===== src/rtl/csr_counter_bank_pkg.sv =====
// csr_counter_bank_pkg: CSR address map, CSR operation encoding and
// mcountinhibit bit positions shared by the counter bank and its users.
package csr_counter_bank_pkg;

  typedef enum logic [1:0] {
    CSR_OP_WRITE = 2'b00,
    CSR_OP_SET   = 2'b01,
    CSR_OP_CLEAR = 2'b10,
    CSR_OP_NONE  = 2'b11
  } csr_op_t;

  localparam logic [11:0] CSR_CYCLE         = 12'hC00;
  localparam logic [11:0] CSR_TIME          = 12'hC01;
  localparam logic [11:0] CSR_INSTRET       = 12'hC02;
  localparam logic [11:0] CSR_HPM_BASE      = 12'hC03;
  localparam logic [11:0] CSR_MCYCLE        = 12'hB00;
  localparam logic [11:0] CSR_MINSTRET      = 12'hB02;
  localparam logic [11:0] CSR_MHPM_BASE     = 12'hB03;
  localparam logic [11:0] CSR_HI_OFS        = 12'h080;
  localparam logic [11:0] CSR_MCOUNTINHIBIT = 12'h320;
  // Masking out the counter index and high-half bit leaves the region base
  localparam logic [11:0] CSR_CNT_MASK      = 12'hF60;

  localparam int unsigned INH_CY   = 0;
  localparam int unsigned IDX_TIME = 1;
  localparam int unsigned INH_IR   = 2;
  localparam int unsigned INH_HPM0 = 3;

  function automatic logic [31:0] inhibit_mask(input int unsigned nh);
    logic [31:0] m;
    m = '0;
    m[INH_CY] = 1'b1;
    m[INH_IR] = 1'b1;
    for (int unsigned i = 0; i < nh; i++) m[INH_HPM0 + i] = 1'b1;
    return m;
  endfunction

endpackage


===== src/rtl/csr_counter_bank_if.sv =====
// csr_counter_bank_if: CSR access path between the instruction pipeline
// (master) and the counter bank (slave).
interface csr_counter_bank_if;
  import csr_counter_bank_pkg::*;

  logic [11:0] sel;
  csr_op_t     op;
  logic [31:0] din;
  logic        we;
  logic [31:0] dout;
  logic        illegal;

  modport master (output sel, op, din, we, input dout, illegal);
  modport slave  (input sel, op, din, we, output dout, illegal);
endinterface


===== src/rtl/csr_counter.sv =====
// csr_counter: one W-bit counter with inhibitable increment and independent
// low/high 32-bit half writes; a write in a cycle suppresses that increment.
module csr_counter #(
  parameter int unsigned W = 64
) (
  input  logic          clk,
  input  logic          rst_n,
  input  logic          inc,
  input  logic          inhibit,
  input  logic          we_lo,
  input  logic          we_hi,
  input  logic [31:0]   wdata,
  output logic [W-1:0]  value
);
  logic [63:0] merged;

  // Merge at 64 bits then truncate, so high-half bits >= W drop out
  always_comb begin
    merged = 64'(value);
    if (we_lo) merged[31:0]  = wdata;
    if (we_hi) merged[63:32] = wdata;
  end

  always_ff @(posedge clk or negedge rst_n) begin
    if (!rst_n)                value <= '0;
    else if (we_lo || we_hi)   value <= W'(merged);
    else if (inc && !inhibit)  value <= value + W'(1);
  end
endmodule


===== src/rtl/csr_counter_bank.sv =====
// csr_counter_bank: cycle/time/instret/hpm counters with zero-latency CSR
// reads and CSRRW/CSRRS/CSRRC writes. hpm counters exist only with CSR_HPM_EN.
module csr_counter_bank
  import csr_counter_bank_pkg::*;
#(
  parameter int unsigned NUM_HPM   = 4,
  parameter int unsigned CNT_WIDTH = 64,
  parameter int unsigned TIME_DIV  = 1
) (
  input  logic                                     clk_i,
  input  logic                                     reset_ni,
  input  logic                                     instret_i,
  input  logic [((NUM_HPM > 0) ? NUM_HPM : 1)-1:0] hpm_event_i,
  csr_counter_bank_if.slave                        csr
);
`ifdef CSR_HPM_EN
  localparam int unsigned NH     = NUM_HPM;
  localparam bit          HPM_EN = 1'b1;
`else
  localparam int unsigned NH     = 0;
  localparam bit          HPM_EN = 1'b0;
  logic hpm_unused;
  assign hpm_unused = ^hpm_event_i;
`endif
  localparam logic [31:0] INH_MASK = inhibit_mask(NH);
  localparam int unsigned PW       = (TIME_DIV > 1) ? $clog2(TIME_DIV) : 1;

  logic [CNT_WIDTH-1:0] cnt [32];
  logic [31:0] inhibit_q, rd, wval;
  logic [63:0] sel_val;
  logic [PW-1:0] presc;
  logic [4:0] idx;
  logic hi, ro, rw, inh_sel, cnt_impl, cnt_zero, cnt_ok;
  logic wr_req, illegal, wr_en, wr_cnt, wr_inh, time_tick;

  always_comb begin
    idx      = csr.sel[4:0];
    hi       = |(csr.sel & CSR_HI_OFS);
    ro       = (csr.sel & CSR_CNT_MASK) == CSR_CYCLE;
    rw       = (csr.sel & CSR_CNT_MASK) == CSR_MCYCLE;
    inh_sel  = csr.sel == CSR_MCOUNTINHIBIT;
    cnt_impl = {27'd0, idx} < INH_HPM0 + NH;
    // Without hpm storage the whole hpm window is a legal hardwired zero
    cnt_zero = !HPM_EN && ({27'd0, idx} >= INH_HPM0);
    cnt_ok   = (ro || rw) && (cnt_impl || cnt_zero) && !(rw && {27'd0, idx} == IDX_TIME);
    wr_req   = csr.we && (csr.op != CSR_OP_NONE);
    illegal  = !(inh_sel || cnt_ok) || (wr_req && ro && !cnt_zero);

    sel_val = 64'(cnt[idx]);
    rd = '0;
    if (inh_sel)                  rd = inhibit_q;
    else if (cnt_ok && cnt_impl)  rd = hi ? sel_val[63:32] : sel_val[31:0];

    wval = rd;
    case (csr.op)
      CSR_OP_WRITE: wval = csr.din;
      CSR_OP_SET:   wval = rd | csr.din;
      CSR_OP_CLEAR: wval = rd & ~csr.din;
      default:      wval = rd;
    endcase

    wr_en  = wr_req && !illegal;
    wr_cnt = wr_en && rw && cnt_impl;
    wr_inh = wr_en && inh_sel;
  end

  assign csr.dout    = rd;
  assign csr.illegal = illegal;
  assign time_tick   = (presc == PW'(TIME_DIV - 1));

  always_ff @(posedge clk_i or negedge reset_ni) begin
    if (!reset_ni) presc <= '0;
    else           presc <= time_tick ? '0 : presc + PW'(1);
  end

  always_ff @(posedge clk_i or negedge reset_ni) begin
    if (!reset_ni)   inhibit_q <= '0;
    else if (wr_inh) inhibit_q <= wval & INH_MASK;
  end

  for (genvar k = 0; k < 32; k++) begin : g_cnt
    if (k == IDX_TIME) begin : g_time
      csr_counter #(.W(CNT_WIDTH)) u_cnt (
        .clk(clk_i), .rst_n(reset_ni), .inc(time_tick), .inhibit(1'b0),
        .we_lo(1'b0), .we_hi(1'b0), .wdata('0), .value(cnt[k])
      );
    end else if (k < INH_HPM0 + NH) begin : g_ctr
      logic inc;
      if (k == INH_CY)      begin : g_cy  assign inc = 1'b1;                        end
      else if (k == INH_IR) begin : g_ir  assign inc = instret_i;                   end
      else                  begin : g_hpm assign inc = hpm_event_i[k - INH_HPM0];   end
      csr_counter #(.W(CNT_WIDTH)) u_cnt (
        .clk(clk_i), .rst_n(reset_ni), .inc(inc), .inhibit(inhibit_q[k]),
        .we_lo(wr_cnt && !hi && (idx == 5'(k))),
        .we_hi(wr_cnt && hi && (idx == 5'(k))),
        .wdata(wval), .value(cnt[k])
      );
    end else begin : g_zero
      assign cnt[k] = '0;
    end
  end
endmodule


===== src/flat_wrapper.sv =====
// flat-port wrapper written by rule: the top's interface ports become plain ports
module csr_counter_bank_flat import csr_counter_bank_pkg::*;
#(
  parameter int unsigned NUM_HPM   = 4,
  parameter int unsigned CNT_WIDTH = 64,
  parameter int unsigned TIME_DIV  = 1
)
  (clk_i, reset_ni, instret_i, hpm_event_i, csr_sel, csr_op, csr_din, csr_we, csr_dout, csr_illegal);
  csr_counter_bank_if csr_i ();
  input  logic clk_i;
  input  logic reset_ni;
  input  logic instret_i;
  input  logic [((NUM_HPM > 0) ? NUM_HPM : 1)-1:0] hpm_event_i;
  input wire logic [$bits(csr_i.sel)-1:0] csr_sel;
  input wire logic [$bits(csr_i.op)-1:0] csr_op;
  input wire logic [$bits(csr_i.din)-1:0] csr_din;
  input wire logic [$bits(csr_i.we)-1:0] csr_we;
  output wire logic [$bits(csr_i.dout)-1:0] csr_dout;
  output wire logic [$bits(csr_i.illegal)-1:0] csr_illegal;
  assign csr_i.sel = csr_sel;
  assign csr_i.op = csr_op;
  assign csr_i.din = csr_din;
  assign csr_i.we = csr_we;
  assign csr_dout = csr_i.dout;
  assign csr_illegal = csr_i.illegal;
  csr_counter_bank #(.NUM_HPM(NUM_HPM), .CNT_WIDTH(CNT_WIDTH), .TIME_DIV(TIME_DIV)) u_core (.clk_i(clk_i), .reset_ni(reset_ni), .instret_i(instret_i), .hpm_event_i(hpm_event_i), .csr(csr_i));
endmodule

===== config.mk =====
export PLATFORM = sky130hd
export DESIGN_NAME = csr_counter_bank_flat
export DESIGN_NICKNAME = d
export VERILOG_FILES = /design/src/rtl/csr_counter_bank_pkg.sv /design/src/rtl/csr_counter_bank_if.sv /design/src/rtl/csr_counter.sv /design/src/rtl/csr_counter_bank.sv /design/src/flat_wrapper.sv
export SDC_FILE = /design/constraint.sdc
export NUM_CORES = 1
export LEC_CHECK = 0
export BUFFER_PORTS_ARGS = -buffer_cell sky130_fd_sc_hd__buf_2
export CORE_MARGIN = 3
export CORE_UTILIZATION = 30
export DETAILED_ROUTE_END_ITERATION = 8
export SLEW_MARGIN = 0
export SYNTH_ARGS = -nofsm -noshare
export SYNTH_HDL_FRONTEND = slang
export SYNTH_SLANG_ARGS = --single-unit
export TNS_END_PERCENT = 30

===== constraint.sdc =====
create_clock -name clk_i -period 3.6 [get_ports clk_i]
set_input_delay 0.54 -clock clk_i [delete_from_list [all_inputs] [get_ports clk_i]]
set_output_delay 0.54 -clock clk_i [all_outputs]
set_load 0.01 [all_outputs]

==> out/summary.md, run 1 <==
• 0.56 ns — setup slack of the worst register-to-register path
• 0 — setup violators final
• 0.07 ns — clock input transition at the sequential cells of the worst setup and hold paths
• 6.90% — fraction of synthesized area in multiplexers
• 0 — antenna violation net count after detailed routing
• 16.2% — share of layout cells above drive strength 1
• 14800 — routed via count
• sky130_fd_sc_hd__dfrtp_1 — cell type with the highest aggregate area in the netlist
• 6.39 — drt via density
• 15200 µm² — cell area after placement
• 220 µm — width of the chip
• 0.000344 V — peak supply drop
• 3.04 ns — final period demand of the worst path
• 194 — count of clock tree sinks
• 0 — number of gates given a new drive strength after cts
• 0 — Post-CTS Setup Inserts
• 15.4% — Area Overhead vs Synth
• 3.96% — Post-Synth XOR/XNOR Area
• 87 — I/O pin count
• 0 — total congestion overflow after global routing
• 0 — number of antenna repair diodes
• 77 — row cnt
• 3.38 ns — crit path DAT
• flop to flop — classification of the worst setup path
• input pin to async pin — Worst Hold Class
• built — TritonCTS clock tree
• 30.7% — effective utilization at floorplan
• 0.274% — Post-Synth Adder-Cell Area
• 25.8 µm — post-detailed-route wirelength per cell
• 6 — Worst Reg2Reg Path Length in Cells
• 35.4% — post-synthesis sequential area ratio
• 0 — Hold-fix buffers, CTS
• 5.42 mW — post-layout total power
• 9 — critical-path maximum fanout
• 342 nW/µm² — power per cell area
• 1 — antenna violations before repair
• 82 — number of port buffers
• 24.3% — share of the synthesized area in compound gates (AO/OA/AOI/OAI)
• 0.47 ns — clock latency on the worst-skew pair
• 35.4% — area fraction of the dominant cell type after synthesis
• 0 — Yosys warning total
• 0.0123 ns — final setup skew
• 24.6% — total routing usage reported by global routing
• sky130_fd_sc_hd__dfrtp_1 — most frequent cell after synthesis
• 0 — count of max-cap constraint violations
• 0 — number of flops mapped to enable cells by yosys
• 2 — number of buffers on the longest clock path
• 3.81 mW — cell-internal power
• 4 — number of levels in the clock H-tree
• 48300 µm² — overall die area
• flop — category of the worst setup path launch point
• 44700 µm² — area inside the core boundary
• 1.61 mW — switching component of the power
• 220 µm — Die H
• sky130_fd_sc_hd__dfrtp_1, sky130_fd_sc_hd__a21oi_1, sky130_fd_sc_hd__mux2_2 — top post-synthesis cells by area
• sky130_fd_sc_hd__dfrtp_1, sky130_fd_sc_hd__nand2_1, sky130_fd_sc_hd__a21oi_1, sky130_fd_sc_hd__nor2_1, sky130_fd_sc_hd__nand3_1 — most common library cells after synthesis
• 60.0 mm — final wirelength
• 7 — drt pass-1 iters
• 1776 — net total in the final layout
• 29.7% — switching share of total power
• sky130_fd_sc_hd__dfrtp_1 — Post-synth top flop
• false — RSZ-0062 raised after global routing
• 1650 — Gate Count Post-Synth
• 8.31 µm² — post-synthesis area per instance
• 89.4 mm — first-pass GRT wire length
• 17 — cts bufs inserted
• simple AND/OR/NAND/NOR gates — largest family of logic cells by synthesized area
• u_core.g_cnt[2].g_ctr.u_cnt.value[7] — origin of the critical flop-to-flop path
• 33.8% — Max transition margin
• 194 — #FFs+latches synth
• 0.990 ns — Tightest Pin Transition
• 6.46 nW — P_leak
• 93 — pin count of the biggest net entering global routing
• 2341 — iteration-0 DRC count of the detailed router
• 45.8% — register share of total power
• 0 — hold violation count in the final report
• 0 — count of unresolved DRC violations after routing
• 329 MHz — maximum frequency from static timing analysis
• 78 — library cells used by synthesis
• flop — Setup crit end kind
• u_core.g_cnt[2].g_ctr.u_cnt.value[36] — Reg-to-Reg End
• 0 ns — accumulated negative setup slack
• complete, no violations — outcome
• 1707 — number of nets in the synthesized netlist
• 13700 µm² — summed instance area of the synthesized netlist
• 35.4% — final core area utilization
• 45.0 mm — final HPWL from detailed placement
• 0 — number of slew-limit violations in the final report
• 41.3% — Clk network pwr share
• 3.93 ns — required time worst endpoint
• 12.9% — Logic pwr share
• 1.01 — Final GP Congestion
• sky130_fd_sc_hd__clkbuf_16 — clock root buffer
• 15800 µm² — Finished Cell Area
• 13700 — vias in the first global route
• 84.5% — Final period util
• 24.9% — area share of and/or/nand/nor cells after synthesis
• 100% — async set-reset flop share out of synthesis
-- power by group through the flow --
stage | Sequential [mW] | Combinational [mW] | Clock [mW]
after floorplan | 2.42 | 0.409 | 0
after global placement | 2.50 | 0.673 | 0
after detailed placement | 2.50 | 0.682 | 0
after CTS | 2.46 | 0.684 | 2.24
after global routing | 2.49 | 0.755 | 2.33
final | 2.48 | 0.700 | 2.24
-- cells by family (layout without fill, tap and decap cells) --
kind of cell             Yosys count  in the layout
AND/OR/NAND/NOR                  660            660
buffers and inverters            152            234
multiplexers                      84             84
AO/OA/AOI/OAI                    495            495
XOR/XNOR                          62             62
adder cells (fa/ha/maj)            3              3
flip-flops                       194            194
-- flip-flops by register name, indices dropped and copies added (netlist names) --
| signal | flops |
|---|---|
| u_core.g_cnt.g_time.u_cnt.value | 64 |
| u_core.g_cnt.g_ctr.u_cnt.value | 128 |
| u_core.inhibit_q | 2 |
-- worst max-delay path, stage by stage (launching register included) --
cell and delay, ns:
sky130_fd_sc_hd__dfrtp_1 0.56, sky130_fd_sc_hd__nand4_2 0.23, sky130_fd_sc_hd__or4_1 0.77, sky130_fd_sc_hd__or4_1 0.70, sky130_fd_sc_hd__o311a_1 0.41, sky130_fd_sc_hd__a221oi_2 0.16, sky130_fd_sc_hd__o21ai_1 0.09
-- layout make-up --
cell class	count	area, µm²
clock buffers	18	439
clock inverters	14	226
fillers	4690	28900
inverters	37	139
multi-input cells	1304	8300
flip-flops and latches	194	4850
well taps	592	741
repair buffers	165	1120
-- cells in the final DEF, fill, tap and decap left out, types with 7 or more instances in the layout --
master / count
sky130_fd_sc_hd__dfrtp_1: 194
sky130_fd_sc_hd__nand2_1: 143
sky130_fd_sc_hd__a21oi_1: 139
sky130_fd_sc_hd__nor2_1: 113
sky130_fd_sc_hd__nand3_1: 109
sky130_fd_sc_hd__o21ai_0: 94
sky130_fd_sc_hd__buf_2: 80
sky130_fd_sc_hd__buf_4: 78
sky130_fd_sc_hd__nand4_1: 65
sky130_fd_sc_hd__mux2_2: 54
sky130_fd_sc_hd__nor3_1: 50
sky130_fd_sc_hd__xnor2_1: 48
sky130_fd_sc_hd__and3_1: 47
sky130_fd_sc_hd__inv_1: 36
sky130_fd_sc_hd__nor4_1: 31
sky130_fd_sc_hd__a221oi_1: 31
sky130_fd_sc_hd__mux2i_1: 26
sky130_fd_sc_hd__a211oi_1: 23
sky130_fd_sc_hd__and4_1: 20
sky130_fd_sc_hd__o22ai_1: 19
sky130_fd_sc_hd__a221o_1: 18
sky130_fd_sc_hd__a22oi_1: 18
sky130_fd_sc_hd__clkbuf_16: 17
sky130_fd_sc_hd__o31ai_1: 15
sky130_fd_sc_hd__nand2b_1: 14
sky130_fd_sc_hd__xor2_1: 14
sky130_fd_sc_hd__o21a_1: 13
sky130_fd_sc_hd__and2_1: 12
sky130_fd_sc_hd__o32ai_1: 12
sky130_fd_sc_hd__or4_1: 11
sky130_fd_sc_hd__o211ai_1: 11
sky130_fd_sc_hd__a22o_1: 10
sky130_fd_sc_hd__or3_1: 9
sky130_fd_sc_hd__a31oi_1: 9
sky130_fd_sc_hd__a41o_1: 8
sky130_fd_sc_hd__o41ai_1: 7
-- worst max path at each step --
| stage | from | to | depth (start not counted) |
|---|---|---|---|
| final | u_core.g_cnt[2].g_ctr.u_cnt.value[7] | u_core.g_cnt[2].g_ctr.u_cnt.value[36] | 6 |
| after global routing | csr_sel[0] | csr_dout[10] | 6 |
| after CTS | csr_sel[0] | csr_dout[10] | 6 |
| after detailed placement | csr_sel[1] | u_core.g_cnt[0].g_ctr.u_cnt.value[17] | 6 |
| after global placement | csr_sel[1] | u_core.g_cnt[0].g_ctr.u_cnt.value[17] | 6 |
| after floorplan | csr_sel[0] | csr_dout[10] | 7 |
-- through the flow --
stage / worst slack (ns) / hold slack [ns] / instances
6_report: 0.556 / 0.135 / 2324
4_1_cts: 0.598 / 0.185 / 2324
5_1_grt: 0.458 / 0.207 / 2324
2_1_floorplan: 0.918 / 0.244 / 1650
3_3_place_gp: 0.564 / 0.463 / 2292
3_5_place_dp: 0.552 / 0.464 / 2292
-- routing by layer --
layer,track usage (%),up-vias,wire length [µm]
met5,0,-,0
met4,8.82,0,2230
met3,5.13,136,7260
met2,37.5,982,26300
met1,34.5,7278,24300
li1,-,6453,-
(Power assumes the default switching activity.)
==> run 2: changes to the inputs <==
--- a/config.mk
+++ b/config.mk
@@ -5,6 +5,7 @@
 export SDC_FILE = /design/constraint.sdc
 export NUM_CORES = 1
 export LEC_CHECK = 0
+export ABC_AREA = 1
 export BUFFER_PORTS_ARGS = -buffer_cell sky130_fd_sc_hd__buf_2
 export CORE_MARGIN = 3
 export CORE_UTILIZATION = 30
==> constraint.sdc (replaced) <==
create_clock -name clk_i -period 3 [get_ports clk_i]
set_input_delay 0.45 -clock clk_i [delete_from_list [all_inputs] [get_ports clk_i]]
set_output_delay 0.45 -clock clk_i [all_outputs]
set_load 0.01 [all_outputs]
==> out/summary.md, run 2 <==
• complete, no violations — outcome
• 339 MHz — maximum frequency from static timing analysis
• 243 µm — width of the chip
• 87 — I/O pin count
• 30.4% — effective utilization at floorplan
• 123 mm — first-pass GRT wire length
• u_core.g_cnt[2].g_ctr.u_cnt.value[42] — Reg-to-Reg End
• 2.95 ns — final period demand of the worst path
• 9.17% — share of layout cells above drive strength 1
• 0.40 ns — setup slack of the worst register-to-register path
• 0 — setup violators final
• 19900 — routed via count
• 0 — count of max-cap constraint violations
• 44.7% — register share of total power
• 2898 — number of nets in the synthesized netlist
• 28.4% — total routing usage reported by global routing
• false — RSZ-0062 raised after global routing
• 1.04 — Final GP Congestion
• 84.8 mm — final wirelength
• 0 — Post-CTS Setup Inserts
• 0 — number of flops mapped to enable cells by yosys
• 34.8% — switching share of total power
• u_core.g_cnt.g_ctr.u_cnt.value — most flop-heavy register
• 43.9% — met2 Usage GRT
• 2404 — iteration-0 DRC count of the detailed router
• 9.25 nW — P_leak
• 7 — drt pass-1 iters
• csr_sel[0] — critical path startpoint
• sky130_fd_sc_hd__clkbuf_16 — clock root buffer
• 0 — hold violation count in the final report
• 82 — number of port buffers
• 28.9% — post-synthesis sequential area ratio
• 194 — count of clock tree sinks
• 17 — cts bufs inserted
• sky130_fd_sc_hd__dfrtp_1, sky130_fd_sc_hd__nand2_1, sky130_fd_sc_hd__nor2_1 — top post-synthesis cells by area
• 11 — Worst Reg2Reg Path Length in Cells
• 353 nW/µm² — power per cell area
• 2841 — Gate Count Post-Synth
• 2.55 ns — required time worst endpoint
• 4 — number of levels in the clock H-tree
• 1 — antenna violations before repair
• sky130_fd_sc_hd__dfrtp_1 — Post-synth top flop
• input pin to flop — Worst Hold Class
• 16800 µm² — summed instance area of the synthesized netlist
• 0.53 ns — clock latency on the worst-skew pair
• 42 — library cells used by synthesis
• 5.55% — met3 global-route usage
• 0 — count of unresolved DRC violations after routing
• 3012 — net total in the final layout
• u_core.g_cnt.g_ctr.u_cnt.value (128), u_core.g_cnt.g_time.u_cnt.value (64), u_core.inhibit_q (2) — registers with the most flip-flops
• 0.000494 V — peak supply drop
• 55300 µm² — area inside the core boundary
• 100% — async set-reset flop share out of synthesis
• 5.92 µm² — post-synthesis area per instance
• 14.5% — Area Overhead vs Synth
• 34.8% — final core area utilization
• 4.43 mW — cell-internal power
• 31 — critical-path maximum fanout
• 5.35 — drt via density
• 243 µm — Die H
• 0 — total congestion overflow after global routing
• sky130_fd_sc_hd__nand2_1 — most common library cell in the layout ignoring fill and taps
• 38.5% — met1 layer usage reported by global route
• 22.8 µm — post-detailed-route wirelength per cell
• 18100 — vias in the first global route
• 86 — row cnt
• 0 — antenna violation net count after detailed routing
• 0 — number of slew-limit violations in the final report
• 0 — Yosys warning total
• 1 — Hold-fix buffers, CTS
• 98.2% — Final period util
• 4850 µm² — area taken by flip-flops and latches
• built — TritonCTS clock tree
• u_core.g_cnt[2].g_ctr.u_cnt.value[19] — origin of the critical flop-to-flop path
• 10400 µm² — area of the multi-input gates
• 0.09 ns — clock input transition at the sequential cells of the worst setup and hold paths
• 17.0% — Logic pwr share
• 5 — count of cells along the worst hold path
• 69 — pin count of the biggest net entering global routing
• 54.6% — Max transition margin
• 69.6 mm — final HPWL from detailed placement
• 38.3% — Clk network pwr share
• 2.50 ns — crit path DAT
• 28.9% — area fraction of the dominant cell type after synthesis
• 0.676 ns — Tightest Pin Transition
• input pin — category of the worst setup path launch point
• 0 ns — accumulated negative setup slack
• sky130_fd_sc_hd__nand2_1, sky130_fd_sc_hd__nor2_1, sky130_fd_sc_hd__inv_1 — commonest non-fill, non-tap cells in the layout
• 128 — max reg flops
• csr_din[2] — hold path start
• input pin to output pin — classification of the worst setup path
• 194 — #FFs+latches synth
• 0 — number of gates given a new drive strength after cts
• u_core.g_cnt[2].g_ctr.u_cnt.value[2] — WHS Endpoint
• sky130_fd_sc_hd__dfrtp_1 — cell type with the highest aggregate area in the netlist
• sky130_fd_sc_hd__nand2_1 — most frequent cell after synthesis
• 2 — number of buffers on the longest clock path
• sky130_fd_sc_hd__nand2_1, sky130_fd_sc_hd__nor2_1, sky130_fd_sc_hd__inv_1, sky130_fd_sc_hd__nand3_1, sky130_fd_sc_hd__dfrtp_1 — most common library cells after synthesis
• 0.0151 ns — final setup skew
• 58900 µm² — overall die area
• 2.37 mW — switching component of the power
• output pin — Setup crit end kind
• 6227 — layout filler cell count
• met2 — layer with the highest usage
## run 2: cell types whose count changed after synthesis, sizes merged, moves of 47 or more
cell    previous run  this run
a21oi            139        60
inv               37       276
buf               19        71
nand3            109       246
mux2              54         2
nand2            143      1180
nor2             113       344
xor2              14        84
clkbuf            96        18
and3              47         0
## run 2: worst max-delay path by stage
stage	end	slack [ns]	cells past startpoint
2_1_floorplan	csr_dout[10]	0.77	10
3_3_place_gp	csr_dout[8]	0.14	11
3_5_place_dp	csr_dout[8]	0.15	11
4_1_cts	csr_dout[8]	0.14	11
5_1_grt	csr_dout[8]	0.03	11
6_report	csr_dout[8]	0.05	11
## run 2: cells by family after synthesis
group / after synthesis / synth area share [%]
AND/OR/NAND/NOR: 1970 / 49.5
XOR/XNOR: 118 / 6.15
AO/OA/AOI/OAI: 187 / 5.98
buffers and inverters: 367 / 9.17
flip-flops: 194 / 28.9
multiplexers: 2 / 0.134
adder cells (fa/ha/maj): 3 / 0.223
## run 2: power groups by stage
stage,Combinational [mW],Clock (mW),Sequential (mW)
floorplan,0.736,0,2.94
global route,1.29,2.71,3.05
detailed placement,1.14,0,3.07
global placement,1.13,0,3.08
finish,1.16,2.61,3.04
CTS,1.15,2.63,3.02
## run 2: layout make-up
class / instances / share of cell area, %
repair buffers: 184 / 7.14
diodes: 1 / 0.0130
flip-flops and latches: 194 / 25.2
clock buffers: 19 / 2.35
multi-input cells: 2280 / 54.1
clock inverters: 12 / 0.851
well taps: 748 / 4.86
inverters: 278 / 5.45
## run 2: routing by layer
metal	vias to the layer above	wire [µm]
li1	9270	-
met1	9354	35400
met2	1057	37300
met3	194	8260
met4	0	3860
met5	-	0
## run 2: through the flow
step,area [µm²],setup slack [ns],hold slack [ns],power [mW],cells
6_report,19300,0.0543,0.324,6.80,3716
2_1_floorplan,16800,0.767,0.154,3.68,2841
5_1_grt,19300,0.0341,0.334,7.04,3715
3_5_place_dp,18600,0.154,0.461,4.21,3683
4_1_cts,19300,0.144,0.296,6.80,3715
3_3_place_gp,18600,0.141,0.458,4.21,3683
## run 2: worst max-delay path, cell delays in order
cell	delay (ns)
sky130_fd_sc_hd__buf_2	0.16
sky130_fd_sc_hd__buf_4	0.18
sky130_fd_sc_hd__buf_4	0.17
sky130_fd_sc_hd__nor2_4	0.15
sky130_fd_sc_hd__buf_12	0.19
sky130_fd_sc_hd__nand2_1	0.06
sky130_fd_sc_hd__o21ai_0	0.18
sky130_fd_sc_hd__o21ai_0	0.25
sky130_fd_sc_hd__a21oi_1	0.38
sky130_fd_sc_hd__buf_4	0.18
sky130_fd_sc_hd__buf_2	0.12
